<file path="src/rtl/mac_param_acc.sv">
// Signed multiply-accumulate engine: pairs operands A and B, sums ACC_LEN products and emits one result.
// Optional saturating arithmetic is enabled by defining MAC_SAT_EN; default build wraps modulo 2^ACC_W.
module mac_param_acc #(
  parameter int DATA_W  = 4,
  parameter int ACC_LEN = 8,
  parameter int ACC_W   = 2 * DATA_W + $clog2(ACC_LEN)
) (
  input  logic                           clk,
  input  logic                           reset,
  input  logic [DATA_W-1:0]              in_a,
  input  logic                           in_valid_a,
  output logic                           in_ready_a,
  input  logic [DATA_W-1:0]              in_b,
  input  logic                           in_valid_b,
  output logic                           in_ready_b,
  input  logic                           acc_clr,
  output logic [ACC_W-1:0]               mac_out,
  output logic                           out_valid,
  input  logic                           out_ready,
  output logic [$clog2(ACC_LEN+1)-1:0]   term_cnt,
  output logic                           out_ovf,
  output logic [1:0]                     dbg_state
);

  localparam int CW = $clog2(ACC_LEN + 1);
  localparam int PW = 2 * DATA_W;
  localparam logic [CW-1:0] LAST_TERM = CW'(ACC_LEN - 1);

  // Handshake: a transfer happens on a rising edge where valid and ready are both high;
  // valid must not depend on ready, and the payload is held stable while valid waits for ready.

  // State encodes slot occupancy as {full_a, full_b}.
  typedef enum logic [1:0] {
    IDLE   = 2'b00,
    WAIT_A = 2'b01,
    WAIT_B = 2'b10,
    MAC    = 2'b11
  } state_t;

  state_t            state_q, state_d;
  logic [DATA_W-1:0] a_q, a_d;
  logic [DATA_W-1:0] b_q, b_d;
  logic [ACC_W-1:0]  acc_q, acc_d;
  logic [CW-1:0]     term_cnt_q, term_cnt_d;
  logic [ACC_W-1:0]  mac_out_q, mac_out_d;
  logic              out_valid_q, out_valid_d;

  logic              full_a, full_b;
  logic              full_a_d, full_b_d;
  logic              last_term, stall, fire, do_mac, done;
  logic              accept_a, accept_b;
  logic [PW-1:0]     prod;
  logic [ACC_W-1:0]  acc_new;

  assign full_a    = state_q[1];
  assign full_b    = state_q[0];
  assign last_term = (term_cnt_q == LAST_TERM);
  // Only a completing product can be blocked, and only by an unconsumed previous result.
  assign stall     = last_term & out_valid_q & ~out_ready;
  assign fire      = full_a & full_b & ~stall;
  assign do_mac    = fire & ~acc_clr;
  assign done      = do_mac & last_term;

  assign in_ready_a = ~full_a | fire;
  assign in_ready_b = ~full_b | fire;
  assign accept_a   = in_valid_a & in_ready_a;
  assign accept_b   = in_valid_b & in_ready_b;

  assign prod = PW'($signed(a_q)) * PW'($signed(b_q));

  always_comb begin
    full_a_d = full_a;
    full_b_d = full_b;
    if (fire) begin
      full_a_d = 1'b0;
      full_b_d = 1'b0;
    end
    if (accept_a) full_a_d = 1'b1;
    if (accept_b) full_b_d = 1'b1;
    if (acc_clr) begin
      full_a_d = 1'b0;
      full_b_d = 1'b0;
    end
    state_d = state_t'({full_a_d, full_b_d});
  end

`ifdef MAC_SAT_EN
  localparam logic [ACC_W-1:0] ACC_MAX = {1'b0, {(ACC_W-1){1'b1}}};
  localparam logic [ACC_W-1:0] ACC_MIN = {1'b1, {(ACC_W-1){1'b0}}};

  logic [ACC_W:0] sum_ext;
  logic           clamp;
  logic           ovf_q, ovf_d;
  logic           out_ovf_q, out_ovf_d;

  // One guard bit exposes signed overflow of the accumulate step.
  always_comb begin
    sum_ext = (ACC_W+1)'($signed(acc_q)) + (ACC_W+1)'($signed(prod));
    clamp   = sum_ext[ACC_W] ^ sum_ext[ACC_W-1];
    acc_new = sum_ext[ACC_W-1:0];
    if (clamp) acc_new = sum_ext[ACC_W] ? ACC_MIN : ACC_MAX;
  end

  always_comb begin
    ovf_d     = ovf_q;
    out_ovf_d = out_ovf_q;
    if (acc_clr) begin
      ovf_d = 1'b0;
    end else if (done) begin
      ovf_d     = 1'b0;
      out_ovf_d = ovf_q | clamp;
    end else if (do_mac) begin
      ovf_d = ovf_q | clamp;
    end
  end

  always_ff @(posedge clk or posedge reset) begin
    if (reset) begin
      ovf_q     <= 1'b0;
      out_ovf_q <= 1'b0;
    end else begin
      ovf_q     <= ovf_d;
      out_ovf_q <= out_ovf_d;
    end
  end

  assign out_ovf = out_ovf_q;
`else
  assign acc_new = acc_q + ACC_W'($signed(prod));
  assign out_ovf = 1'b0;
`endif

  always_comb begin
    a_d         = a_q;
    b_d         = b_q;
    acc_d       = acc_q;
    term_cnt_d  = term_cnt_q;
    mac_out_d   = mac_out_q;
    out_valid_d = out_valid_q;
    if (accept_a & ~acc_clr) a_d = in_a;
    if (accept_b & ~acc_clr) b_d = in_b;
    if (out_valid_q & out_ready) out_valid_d = 1'b0;
    // A new completion in the same cycle as a handoff keeps out_valid high.
    if (acc_clr) begin
      acc_d      = '0;
      term_cnt_d = '0;
    end else if (done) begin
      acc_d       = '0;
      term_cnt_d  = '0;
      mac_out_d   = acc_new;
      out_valid_d = 1'b1;
    end else if (do_mac) begin
      acc_d      = acc_new;
      term_cnt_d = term_cnt_q + CW'(1);
    end
  end

  always_ff @(posedge clk or posedge reset) begin
    if (reset) begin
      state_q     <= IDLE;
      a_q         <= '0;
      b_q         <= '0;
      acc_q       <= '0;
      term_cnt_q  <= '0;
      mac_out_q   <= '0;
      out_valid_q <= 1'b0;
    end else begin
      state_q     <= state_d;
      a_q         <= a_d;
      b_q         <= b_d;
      acc_q       <= acc_d;
      term_cnt_q  <= term_cnt_d;
      mac_out_q   <= mac_out_d;
      out_valid_q <= out_valid_d;
    end
  end

  assign mac_out   = mac_out_q;
  assign out_valid = out_valid_q;
  assign term_cnt  = term_cnt_q;
  assign dbg_state = state_q;

endmodule

</file>
<file path="config.mk">
export PLATFORM = sky130hd
export DESIGN_NAME = mac_param_acc
export DESIGN_NICKNAME = d
export VERILOG_FILES = /design/src/rtl/mac_param_acc.sv
export SDC_FILE = /design/constraint.sdc
export NUM_CORES = 1
export LEC_CHECK = 0
export ABC_AREA = 1
export CORE_UTILIZATION = 60
export DETAILED_ROUTE_END_ITERATION = 8
export PLACE_DENSITY = 0.95
export SYNTH_ARGS = -nofsm -noshare
export SYNTH_HDL_FRONTEND = slang
export SYNTH_SLANG_ARGS = --single-unit
export TNS_END_PERCENT = 100
</file>
<file path="constraint.sdc">
create_clock -name clk -period 9.6 [get_ports clk]
set_clock_uncertainty 0.1 [all_clocks]
set_input_delay 2.4 -clock clk [delete_from_list [all_inputs] [get_ports clk]]
set_output_delay 2.4 -clock clk [all_outputs]
set_load 0.01 [all_outputs]
</file>
Word level (Yosys, flattened, before mapping)
Cells that the tools add are included.

storage, ports and cells
  register bits = 37
  input port bits = 14
  output and inout bits = 21
  logic and storage cells = 48

cells by class
  $add $sub $neg = 2
  $mul = 1
  equal/unequal tests = 1
  multiplexer cells = 14
  bitwise logic cells = 18
  reduce and logical (&&, ||, !) cells = 4

operators by type and width
  operator                                              number
  two-way mux 11 bit                                    3
  two-way mux 4 bit                                     3
  adder 11 bit                                          1
  AND 1 bit                                             11
  nonzero test 3 bit                                    3
  multiplier 4 x 4 -> 8 bit                             1
  two-way mux 1 bit                                     8
  NOT 1 bit                                             5
  adder 4 x 1 -> 4 bit (second input constant)          1
  equality test 4 x 3 -> 1 bit (second input constant)  1
  OR 1 bit                                              2
  AND reduction 2 bit                                   1

Logic depth before layout (Yosys ltp)
Gate-level depths: netlist of run 1.

  depth in word-level cells = 9
  depth in mapped cells = 26
  depth with buffers taken out = 26

Worst setup path after synthesis of run 1
Ideal clock, no wire load.

  path type = input to output
  from = input out_ready
  to = output in_ready_a
  arrival = 2.774 ns
  required time = 7.100 ns
  slack = 4.326 ns
  cell stages on the path = 4
  buffers on the path = 0
  path through = nor2_1 > nand2_1 > nand3_2 > nand2_1

between the ends
  cells in the longest elaborated chain, start to end = 5

ends and longest elaborated chain
  element             RTL line  text
  start: declaration  19        input logic out_ready,
  NOT 1 bit           59        assign stall = last_term & out_valid_q & ~out_ready;
  AND 1 bit           59
  NOT 1 bit           60        assign fire = full_a & full_b & ~stall;
  AND 1 bit           60
  OR 1 bit            64        assign in_ready_a = ~full_a | fire;
  end: declaration    12        output logic in_ready_a,

No other way between the ends.

Worst setup path in the final report of run 1
Same ends and word-level chain as after synthesis.

==> results of run 1 <==
Yosys cell counts, types with 2 or more instances:
library cell	number
sky130_fd_sc_hd__nand2_1	86
sky130_fd_sc_hd__inv_1	53
sky130_fd_sc_hd__dfrtp_1	37
sky130_fd_sc_hd__nand3_1	25
sky130_fd_sc_hd__ha_1	24
sky130_fd_sc_hd__o21ai_0	19
sky130_fd_sc_hd__nor2_1	13
sky130_fd_sc_hd__a21oi_1	10
sky130_fd_sc_hd__fa_1	10
sky130_fd_sc_hd__xor2_1	7
sky130_fd_sc_hd__mux2_2	6
sky130_fd_sc_hd__nand3_2	3
sky130_fd_sc_hd__o21ai_1	3
sky130_fd_sc_hd__buf_6	2
sky130_fd_sc_hd__nand2_2	2
sky130_fd_sc_hd__nor2_4	2
sky130_fd_sc_hd__o21bai_1	2
sky130_fd_sc_hd__or2_2	2
logic make-up (layout without fill, tap and decap cells):
kind of cell / count (synthesis) / after routing / synth area share [%]
mux: 6 / 6 / 2.60
simple gates: 136 / 136 / 22.7
fa+ha+maj: 34 / 34 / 19.2
xor+xnor: 7 / 7 / 2.36
other cells: 1 / 1 / 0.144
flops: 37 / 37 / 35.6
buf+inv: 56 / 94 / 8.80
compound gates: 40 / 40 / 8.56
registers in the layout, indices dropped and copies added, names as in the netlist:
name,count
a_q,4
dbg_state,2
acc_q,11
term_cnt,4
b_q,4
mac_out,11
out_valid,1
cells in the final DEF, fill, tap and decap left out, types with 2 or more instances in the layout:
cell	Yosys	routed
sky130_fd_sc_hd__nand2_1	86	86
sky130_fd_sc_hd__inv_1	53	53
sky130_fd_sc_hd__dfrtp_1	37	37
sky130_fd_sc_hd__clkdlybuf4s50_1	0	33
sky130_fd_sc_hd__nand3_1	25	25
sky130_fd_sc_hd__ha_1	24	24
sky130_fd_sc_hd__o21ai_0	19	19
sky130_fd_sc_hd__nor2_1	13	13
sky130_fd_sc_hd__a21oi_1	10	10
sky130_fd_sc_hd__fa_1	10	10
sky130_fd_sc_hd__xor2_1	7	7
sky130_fd_sc_hd__mux2_2	6	6
sky130_fd_sc_hd__clkbuf_8	0	6
sky130_fd_sc_hd__nand3_2	3	3
sky130_fd_sc_hd__o21ai_1	3	3
sky130_fd_sc_hd__or2_2	2	2
sky130_fd_sc_hd__nor2_4	2	2
sky130_fd_sc_hd__nand2_2	2	2
sky130_fd_sc_hd__o21bai_1	2	2
stage by stage:
step / util, % / power, µW / cell area [µm²]
after floorplan: - / 721 / 2600
after global placement: 72.7 / 827 / 2970
after detailed placement: 72.7 / 860 / 2970
after CTS: 74.9 / 989 / 3060
after global routing: 74.9 / 1110 / 3060
final: 74.9 / 1000 / 3060
worst max-delay path by stage:
stage                         start         end  slack, ns  cells after the start
after floorplan           out_ready  in_ready_a       4.33                      4
after global placement    out_ready  in_ready_b       3.32                      6
after detailed placement  out_ready  in_ready_b       3.28                      6
after CTS                 out_ready  in_ready_b       3.28                      6
after global routing      out_ready  in_ready_a       3.23                      6
final                     out_ready  in_ready_a       3.27                      6
layer usage:
layer	track usage, %	vias to the layer above	part of all wire, %
met5	0	-	0
met3	5.67	19	5.0
met2	49.9	61	49
met4	11.5	0	2.6
met1	33.1	1047	43
li1	-	1085	-
power breakdown:
| part | internal, µW | leakage, µW | total [µW] | switching, µW |
|---|---|---|---|---|
| sequential | 174 | 0.000493 | 193 | 18.4 |
| combinational | 254 | 0.00111 | 698 | 444 |
| clock | 57.0 | 0.0000443 | 112 | 54.5 |
area by class of cell:
cell class	count	area, µm²
inverters	53	199
well taps	50	62.6
flip-flops and latches	37	926
fillers	278	1030
repair buffers	34	338
clock buffers	7	86.3
multi-input cells	224	1450
tightest hold or removal path, stage by stage, from the launching register on:
cell and delay [ns]:
sky130_fd_sc_hd__dfrtp_1 0.34, sky130_fd_sc_hd__nand2_1 0.05, sky130_fd_sc_hd__nand2_1 0.06
==> run summary, run 1 <==
=================================================================================
Result of the run .................................................. complete, no violations
Wire length per cell after detailed routing ........................      13.7 µm
Initial Util .......................................................        63.7%
Reg2reg setup slack ................................................      4.70 ns
Area contributors post-synth ....................................... sky130_fd_sc_hd__dfrtp_1 36%, sky130_fd_sc_hd__nand2_1 12%, sky130_fd_sc_hd__ha_1 12%, sky130_fd_sc_hd__fa_1 7.7%, sky130_fd_sc_hd__inv_1 7.6%
Number of slew-limit violations in the final report ................            0
Cell count after placement .........................................          398
Layout cells sized above 1 .........................................        6.48%
Post-synth ARST share ..............................................         100%
Kind of end point of the critical path .............................  output port
Post-route ant nets ................................................            0
Post-Synthesis Mean Instance Area ..................................     8.21 µm²
Origin of the critical flop-to-flop path ...........................       a_q[0]
Area share of the leading cell type in the synthesized netlist .....        35.6%
Cts repair resizes .................................................            0
Worst Setup Start Kind .............................................   input port
Finished Layout Cells ..............................................          405
Drt drc ............................................................            0
Slowest cell on the critical path .................................. sky130_fd_sc_hd__clkdlybuf4s50_1
Placeable core region ..............................................     4090 µm²
Clock transition at the registers of the reported paths ............      0.07 ns
Number of nets at the end of the flow ..............................          403
Min Hold Slack .....................................................     0.386 ns
Area added between synthesis and finish ............................        17.5%
Initial drt markers ................................................          120
CTS buffer count ...................................................            5
# Post-CTS Setup Buffers ...........................................            0
Post-place setup slack .............................................      3.28 ns
Worst R2R Path Depth ...............................................           25
Path type of the worst setup path .................................. input port to output port
Yosys top cell by area ............................................. sky130_fd_sc_hd__dfrtp_1
Worst Hold Endpoint ................................................   mac_out[9]
Post-Syn Area ......................................................     2600 µm²
Kind of cell with the highest combined delay on the critical path .. buffers and inverters
Initial antenna violation count ....................................            0
Vias per Instance ..................................................         5.46
Data arrival time at the worst-slack endpoint ......................      3.83 ns
Mapped Nets ........................................................          365
Shortest clock period the worst path allows after layout ...........      6.33 ns
Via count of the first global-routing pass .........................         2255
Synth warn .........................................................            0
Total Die Area .....................................................     4600 µm²
Cell leakage power .................................................   0.00165 µW
Min-Delay Path Depth ...............................................            2
Fin Setup TNS ......................................................         0 ns
Worst hold path class .............................................. flop to flop
Data required, critical path .......................................      7.10 ns
Half-perimeter wire length after detailed placement ................      4160 µm
Post-synthesis cell count ..........................................          317
Worst r2r dst ......................................................  mac_out[10]
Global-route wire length before repair .............................      9560 µm
Final Cycle Share ..................................................        65.9%
Dominant register cell in the synthesized netlist .................. sky130_fd_sc_hd__dfrtp_1
IO Pins ............................................................           35
Total congestion overflow after global routing .....................            0
Cells traversed along the worst timing path ........................ clkdlybuf4s50_1 -> nor2_1 -> nand2_1 -> nand3_2 -> nand2_1 -> clkdlybuf4s50_1
Pin count of the biggest net entering global routing ...............           38
Detailed-routing iteration count for the pre-antenna-repair pass ...            4
GRT Util Overall ...................................................        28.1%
Number of failing hold endpoints at the final stage ................            0
Antenna fix cells ..................................................            0
Number of setup violations in the final report .....................            0
Synth unique cells .................................................           29
H-tree levels ......................................................            2
Die width ..........................................................      67.9 µm
Count of buffers inserted at the top-level ports ...................           33
Delay of the slowest critical-path stage ...........................      0.55 ns
Total via count after detailed routing .............................         2212
Count of flip-flops with a built-in enable after synthesis .........            0
Fmax achieved ......................................................      158 MHz
Largest voltage drop on the vdd net ................................   0.000231 V
Power per Cell Area ................................................   328 nW/µm²
Routability congestion estimate from global placement ..............        0.946
Proportion of synthesized chip area in sequential cells ............        35.6%
Unrepaired setup endpoints after global routing ....................           no
Worst skew pair latency ............................................      0.30 ns
FP Rows ............................................................           23
Post-Route WL ......................................................      5530 µm
Root buffer cell ................................................... sky130_fd_sc_hd__clkbuf_8
Number of buffer and inverter instances along the worst setup path .            2
Min-Delay Startpoint ...............................................   mac_out[9]
Chip Height ........................................................      67.9 µm
CTS tree ...........................................................         done
Seq cells post-synth ...............................................           37
Sink Count .........................................................           37
Worst-case setup margin in the final layout ........................      3.27 ns
Largest fanout on the critical path ................................            4
Max-capacitance violation count ....................................            0
Maximum buffer depth of the clock tree .............................            2
Number of buffers added to fix hold violations after cts ...........            0
=================================================================================
Note: power is estimated with default switching activity, not from simulation.
==> run 2, diff against run 1 <==
- CORE_UTILIZATION: 60 -> 50
- PLACE_DENSITY: 0.95 -> 0.87
- clock period: 9.6 -> 5.5 ns (I/O delays scaled with it)
==> run 2 against run 1 <==
Against the previous run: sequential power grew 75%; largest cell class unchanged; global-route usage is 4.4 points lower; wire length up 2.2%; critical endpoint is now mac_out[10]; hold slack gained 0.0030 ns; clock-buffer cell count fell by 2; total power is 84% higher; critical path depth grew 18; critical path type is now flop to flop; flip-flop and latch count unchanged; worst setup slack lost 2.5 ns.
==> run summary, run 2 (synthesis gave the netlist of run 1 again) <==
===============================================================================
CTS buffer count .................................................            5
Largest voltage drop on the vdd net ..............................   0.000349 V
Area added between synthesis and finish ..........................        20.3%
Initial drt markers ..............................................          116
Total Die Area ...................................................     5500 µm²
Number of setup violations in the final report ...................            0
Min Hold Slack ...................................................     0.389 ns
Antenna fix cells ................................................            0
Layout cells sized above 1 .......................................        7.02%
GRT Util Overall .................................................        23.8%
Root buffer cell ................................................. sky130_fd_sc_hd__clkbuf_8
Die width ........................................................      74.1 µm
Most common library cell in the layout ignoring fill and taps .... sky130_fd_sc_hd__nand2_1
Shortest clock period the worst path allows after layout .........      4.72 ns
Number of failing hold endpoints at the final stage ..............            0
Unrepaired setup endpoints after global routing ..................           no
Reg2reg setup slack ..............................................      0.78 ns
Pin count of the biggest net entering global routing .............           38
Placed inst area .................................................     2990 µm²
Initial Util .....................................................        53.3%
FP Rows ..........................................................           25
CTS tree .........................................................         done
Post-route ant nets ..............................................            0
Detailed-routing iteration count for the pre-antenna-repair pass .            4
Worst skew pair latency ..........................................      0.30 ns
Post-Route WL ....................................................      5650 µm
Total via count after detailed routing ...........................         2224
Wire length per cell after detailed routing ......................      13.4 µm
Sink Count .......................................................           37
Cell leakage power ...............................................   0.00167 µW
Maximum buffer depth of the clock tree ...........................            2
Largest fanout on the critical path ..............................            4
Cts repair resizes ...............................................            0
# Post-CTS Setup Buffers .........................................            0
Final Cycle Share ................................................        85.8%
Fin Setup TNS ....................................................         0 ns
Data required, critical path .....................................      5.58 ns
IO Pins ..........................................................           35
Total congestion overflow after global routing ...................            0
Chip Height ......................................................      74.1 µm
Data arrival time at the worst-slack endpoint ....................      4.80 ns
Worst Setup Start Kind ...........................................         flop
Routability congestion estimate from global placement ............        0.888
Placeable core region ............................................     4880 µm²
Worst hold path class ............................................ flop to flop
Number of nets at the end of the flow ............................          403
Global-route wire length before repair ...........................      9980 µm
Fmax achieved ....................................................      212 MHz
Number of slew-limit violations in the final report ..............            0
Final instance area ..............................................     3130 µm²
Result of the run ................................................ complete, no violations
Initial antenna violation count ..................................            0
Number of buffers added to fix hold violations after cts .........            0
Max-capacitance violation count ..................................            0
Most frequent cells in the layout ................................ 86 x sky130_fd_sc_hd__nand2_1, 53 x sky130_fd_sc_hd__inv_1, 37 x sky130_fd_sc_hd__dfrtp_1, 33 x sky130_fd_sc_hd__clkdlybuf4s50_1, 25 x sky130_fd_sc_hd__nand3_1
Power per Cell Area ..............................................   589 nW/µm²
Path type of the worst setup path ................................ flop to flop
Vias per Instance ................................................         5.26
Half-perimeter wire length after detailed placement ..............      4310 µm
Kind of end point of the critical path ...........................         flop
Drt drc ..........................................................            0
H-tree levels ....................................................            2
Via count of the first global-routing pass .......................         2240
Count of buffers inserted at the top-level ports .................           33
Clock transition at the registers of the reported paths ..........      0.08 ns
===============================================================================
run 2: cell types whose count changed in the layout (fill, tap and decap cells not counted):
cell                        change
sky130_fd_sc_hd__clkbuf_1       -1
sky130_fd_sc_hd__inv_6          +1
sky130_fd_sc_hd__clkbuf_8       -1
sky130_fd_sc_hd__bufinv_16      +2
run 2: path summary, 6_finish.rpt:
kind	from	endpoint	cells past startpoint
setup / recovery	a_q[0]	mac_out[10]	24
hold / removal	mac_out[6]	mac_out[6]	2
setup reg to reg	a_q[0]	mac_out[10]	24
hold reg to reg	mac_out[6]	mac_out[6]	2
max in group asynchronous	reset	mac_out[10]	3
min in group asynchronous	reset	term_cnt[1]	3
run 2: worst max-delay path, cell delays in order (launching register included):
cell and delay (ns):
sky130_fd_sc_hd__dfrtp_1 0.42, sky130_fd_sc_hd__inv_1 0.09, sky130_fd_sc_hd__nand2_1 0.07, sky130_fd_sc_hd__fa_1 0.56, sky130_fd_sc_hd__fa_1 0.44, sky130_fd_sc_hd__fa_1 0.51
sky130_fd_sc_hd__inv_1 0.06, sky130_fd_sc_hd__ha_1 0.22, sky130_fd_sc_hd__fa_1 0.40, sky130_fd_sc_hd__nand3_1 0.14, sky130_fd_sc_hd__nand3_1 0.09, sky130_fd_sc_hd__nand2_1 0.06
sky130_fd_sc_hd__nand2_1 0.06, sky130_fd_sc_hd__inv_1 0.05, sky130_fd_sc_hd__nand2_1 0.07, sky130_fd_sc_hd__nand2_1 0.10, sky130_fd_sc_hd__inv_1 0.10, sky130_fd_sc_hd__ha_1 0.34
sky130_fd_sc_hd__nand2_1 0.10, sky130_fd_sc_hd__nor2_1 0.14, sky130_fd_sc_hd__nand3_1 0.09, sky130_fd_sc_hd__nand3_1 0.12, sky130_fd_sc_hd__nand3_1 0.10, sky130_fd_sc_hd__nand3_1 0.10
sky130_fd_sc_hd__nand2_1 0.06
run 2: power breakdown:
part | switching (µW) | internal (µW)
Clock | 105 | 183
Combinational | 776 | 444
Sequential | 33.3 | 304
Total | 914 | 931
run 2: stage by stage:
stage | worst slack [ns] | instances | total power [µW] | util (%)
floorplan | 1.18 | 317 | 1260 | -
finish | 0.782 | 423 | 1850 | 64.2
global route | 0.409 | 423 | 2050 | 64.2
CTS | 0.781 | 423 | 1840 | 64.2
detailed placement | 0.823 | 415 | 1520 | 61.4
global placement | 0.965 | 415 | 1490 | 61.4
run 2: final cells by class:
class,instances,area [µm²]
flip-flops and latches,37,926
inverters,53,199
fillers,406,1750
repair buffers,34,338
clock inverters,3,68.8
clock buffers,5,68.8
multi-input cells,224,1450
well taps,67,83.8
run 2: metal layers:
metal | global-route usage [%] | part of all wire (%) | vias to the layer above
met5 | 0 | 0 | -
met4 | 9.40 | 2.7 | 0
met3 | 4.61 | 3.8 | 17
met2 | 39.3 | 49 | 48
met1 | 30.9 | 44 | 1072
li1 | - | - | 1087
==> run 3, diff against run 2 <==
- CORE_UTILIZATION: 50 -> 60
- PLACE_DENSITY: 0.87 -> 0.95
- clock period: 5.5 -> 5.6 ns (I/O delays scaled with it)
==> run 3 against run 2 <==
Against the previous run: first-iteration DRC count increased by 20%; clock-buffer cell count increased by 2; non-clock buffer count is the same; clock power decreased by 37%; sequential power is 1% lower; total power down 8.0%; flip-flop and latch count did not move; core utilization up 11 points; worst setup slack improved by 0.072 ns; sequential share of layout area up 0.73 points; critical endpoint is now acc_q[10].
==> run summary, run 3 (synthesis gave the netlist of run 1 again) <==
=================================================================================
Power per Cell Area ................................................   556 nW/µm²
Cell leakage power .................................................   0.00164 µW
Number of nets at the end of the flow ..............................          403
Largest fanout on the critical path ................................            5
Number of failing hold endpoints at the final stage ................            0
IO Pins ............................................................           35
Total congestion overflow after global routing .....................            0
Number of setup violations in the final report .....................            0
Kind of end point of the critical path .............................         flop
Final Cycle Share ..................................................        84.7%
Maximum buffer depth of the clock tree .............................            2
Fin Setup TNS ......................................................         0 ns
Chip Height ........................................................      67.9 µm
Area added between synthesis and finish ............................        17.5%
# Post-CTS Setup Buffers ...........................................            0
Cells traversed along the worst timing path ........................ inv_1 -> nand2_1 -> fa_1 -> fa_1 -> fa_1 -> inv_1 -> ha_1 -> fa_1 -> nand3_1 -> nand3_1 -> nand2_1 -> nand2_1 -> inv_1 -> nand2_1 -> nand2_1 -> inv_1 -> ha_1 -> nand2_1 -> nor2_1 -> nand3_1 -> nand3_1 -> nand3_1 -> nand3_1 -> nand2_1
CTS tree ...........................................................         done
Data arrival time at the worst-slack endpoint ......................      4.83 ns
Clock transition at the registers of the reported paths ............      0.07 ns
Met2 Routed Length .................................................      2840 µm
Origin of the critical flop-to-flop path ...........................       a_q[0]
Layout cells sized above 1 .........................................        6.46%
Data required, critical path .......................................      5.68 ns
Worst Hold Endpoint ................................................   mac_out[1]
Die width ..........................................................      67.9 µm
Final instance area ................................................     3060 µm²
Fmax achieved ......................................................      211 MHz
Pin count of the biggest net entering global routing ...............           38
Post-Route WL ......................................................      5720 µm
Post-route ant nets ................................................            0
Top sig layer ......................................................         met4
Min-Delay Startpoint ...............................................   mac_out[1]
Worst hold path class .............................................. flop to flop
Wire length per cell after detailed routing ........................      14.1 µm
Reg2reg setup slack ................................................      0.85 ns
Drt drc ............................................................            0
Result of the run .................................................. complete, no violations
Most frequent CP cell .............................................. sky130_fd_sc_hd__nand2_1
Largest voltage drop on the vdd net ................................   0.000363 V
Worst R2R Path Depth ...............................................           24
Kind of cell with the highest combined delay on the critical path ..  adder cells
Max-capacitance violation count ....................................            0
Total via count after detailed routing .............................         2269
Min Hold Slack .....................................................     0.398 ns
CTS buffer count ...................................................            5
Via count of the first global-routing pass .........................         2262
Worst Setup Start Kind .............................................         flop
Number of buffers added to fix hold violations after cts ...........            0
Met1 wire length ...................................................      2400 µm
Slowest cell on the critical path .................................. sky130_fd_sc_hd__fa_1
H-tree levels ......................................................            2
Initial drt markers ................................................          139
Min-Delay Path Depth ...............................................            2
Global-route wire length before repair .............................      9630 µm
Number of buffer and inverter instances along the worst setup path .            4
GRT Util Overall ...................................................        28.8%
Placeable core region ..............................................     4090 µm²
Root buffer cell ................................................... sky130_fd_sc_hd__clkbuf_8
Most frequent cells in the layout .................................. 86 x sky130_fd_sc_hd__nand2_1, 53 x sky130_fd_sc_hd__inv_1, 37 x sky130_fd_sc_hd__dfrtp_1, 33 x sky130_fd_sc_hd__clkdlybuf4s50_1, 25 x sky130_fd_sc_hd__nand3_1
Initial antenna violation count ....................................            0
Total Die Area .....................................................     4600 µm²
Antenna fix cells ..................................................            0
Vias per Instance ..................................................         5.59
Placed inst area ...................................................     2970 µm²
Initial Util .......................................................        63.7%
FP Rows ............................................................           23
Shortest clock period the worst path allows after layout ...........      4.75 ns
Fill cells .........................................................          263
Sink Count .........................................................           37
Worst skew pair latency ............................................      0.29 ns
Number of slew-limit violations in the final report ................            0
Routed met3 length .................................................       342 µm
Cts repair resizes .................................................            0
Most common library cell in the layout ignoring fill and taps ...... sky130_fd_sc_hd__nand2_1
Worst r2r dst ......................................................    acc_q[10]
Delay of the slowest critical-path stage ...........................      0.58 ns
Detailed-routing iteration count for the pre-antenna-repair pass ...            4
Routability congestion estimate from global placement ..............        0.922
Path type of the worst setup path .................................. flop to flop
Half-perimeter wire length after detailed placement ................      4350 µm
Count of buffers inserted at the top-level ports ...................           33
Unrepaired setup endpoints after global routing ....................           no
=================================================================================
run 3: through the flow:
stage                     std cells  power, µW  utilization (%)  setup slack, ns
after floorplan                 317       1240                -             1.28
after global placement          398       1430             72.7             1.09
after detailed placement        398       1480             72.7            0.869
after CTS                       406       1680             74.8            0.874
after global routing            406       1890             74.8            0.530
final                           406       1700             74.8            0.855
run 3: worst max path at each step:
stage | end | slack [ns] | cells after the start | startpoint
2_1_floorplan | mac_out[10] | 1.28 | 25 | a_q[0]
3_3_place_gp | acc_q[10] | 1.09 | 25 | a_q[0]
4_1_cts | acc_q[10] | 0.87 | 24 | a_q[0]
3_5_place_dp | acc_q[10] | 0.87 | 24 | a_q[0]
5_1_grt | mac_out[10] | 0.53 | 24 | a_q[0]
6_report | acc_q[10] | 0.85 | 24 | a_q[0]
run 3: where the power goes:
| group | total, µW | leakage (µW) | internal [µW] | switching, µW |
|---|---|---|---|---|
| Clock | 181 | 0.0000385 | 88.0 | 92.6 |
| Combinational | 1180 | 0.00111 | 434 | 750 |
| Sequential | 333 | 0.000493 | 299 | 34.2 |
| Total | 1700 | 0.00164 | 821 | 877 |
run 3: worst reg2reg max path, cell delays in order, from the launching register on:
cell                      delay, ns
sky130_fd_sc_hd__dfrtp_1       0.41
sky130_fd_sc_hd__inv_1         0.10
sky130_fd_sc_hd__nand2_1       0.08
sky130_fd_sc_hd__fa_1          0.58
sky130_fd_sc_hd__fa_1          0.45
sky130_fd_sc_hd__fa_1          0.51
sky130_fd_sc_hd__inv_1         0.04
sky130_fd_sc_hd__ha_1          0.21
sky130_fd_sc_hd__fa_1          0.41
sky130_fd_sc_hd__nand3_1       0.12
sky130_fd_sc_hd__nand3_1       0.07
sky130_fd_sc_hd__nand2_1       0.06
sky130_fd_sc_hd__nand2_1       0.06
sky130_fd_sc_hd__inv_1         0.06
sky130_fd_sc_hd__nand2_1       0.07
sky130_fd_sc_hd__nand2_1       0.11
sky130_fd_sc_hd__inv_1         0.10
sky130_fd_sc_hd__ha_1          0.36
sky130_fd_sc_hd__nand2_1       0.10
sky130_fd_sc_hd__nor2_1        0.16
sky130_fd_sc_hd__nand3_1       0.10
sky130_fd_sc_hd__nand3_1       0.13
sky130_fd_sc_hd__nand3_1       0.11
sky130_fd_sc_hd__nand3_1       0.10
sky130_fd_sc_hd__nand2_1       0.05
run 3: area by class of cell:
class | instances | area [µm²] | area share, %
multi-input combinational | 224 | 1450 | 47.4
sequential | 37 | 926 | 30.3
timing repair buffer | 34 | 338 | 11.1
inverter | 53 | 199 | 6.51
clock buffer | 7 | 76.3 | 2.50
tap | 50 | 62.6 | 2.05
clock inverter | 1 | 7.51 | 0.246
run 3: metal layers:
| layer | up-vias | global-route usage [%] |
|---|---|---|
| met5 | - | 0 |
| met4 | 0 | 13.3 |
| met3 | 14 | 6.17 |
| met2 | 82 | 47.9 |
| met1 | 1088 | 35.7 |
| li1 | 1085 | - |
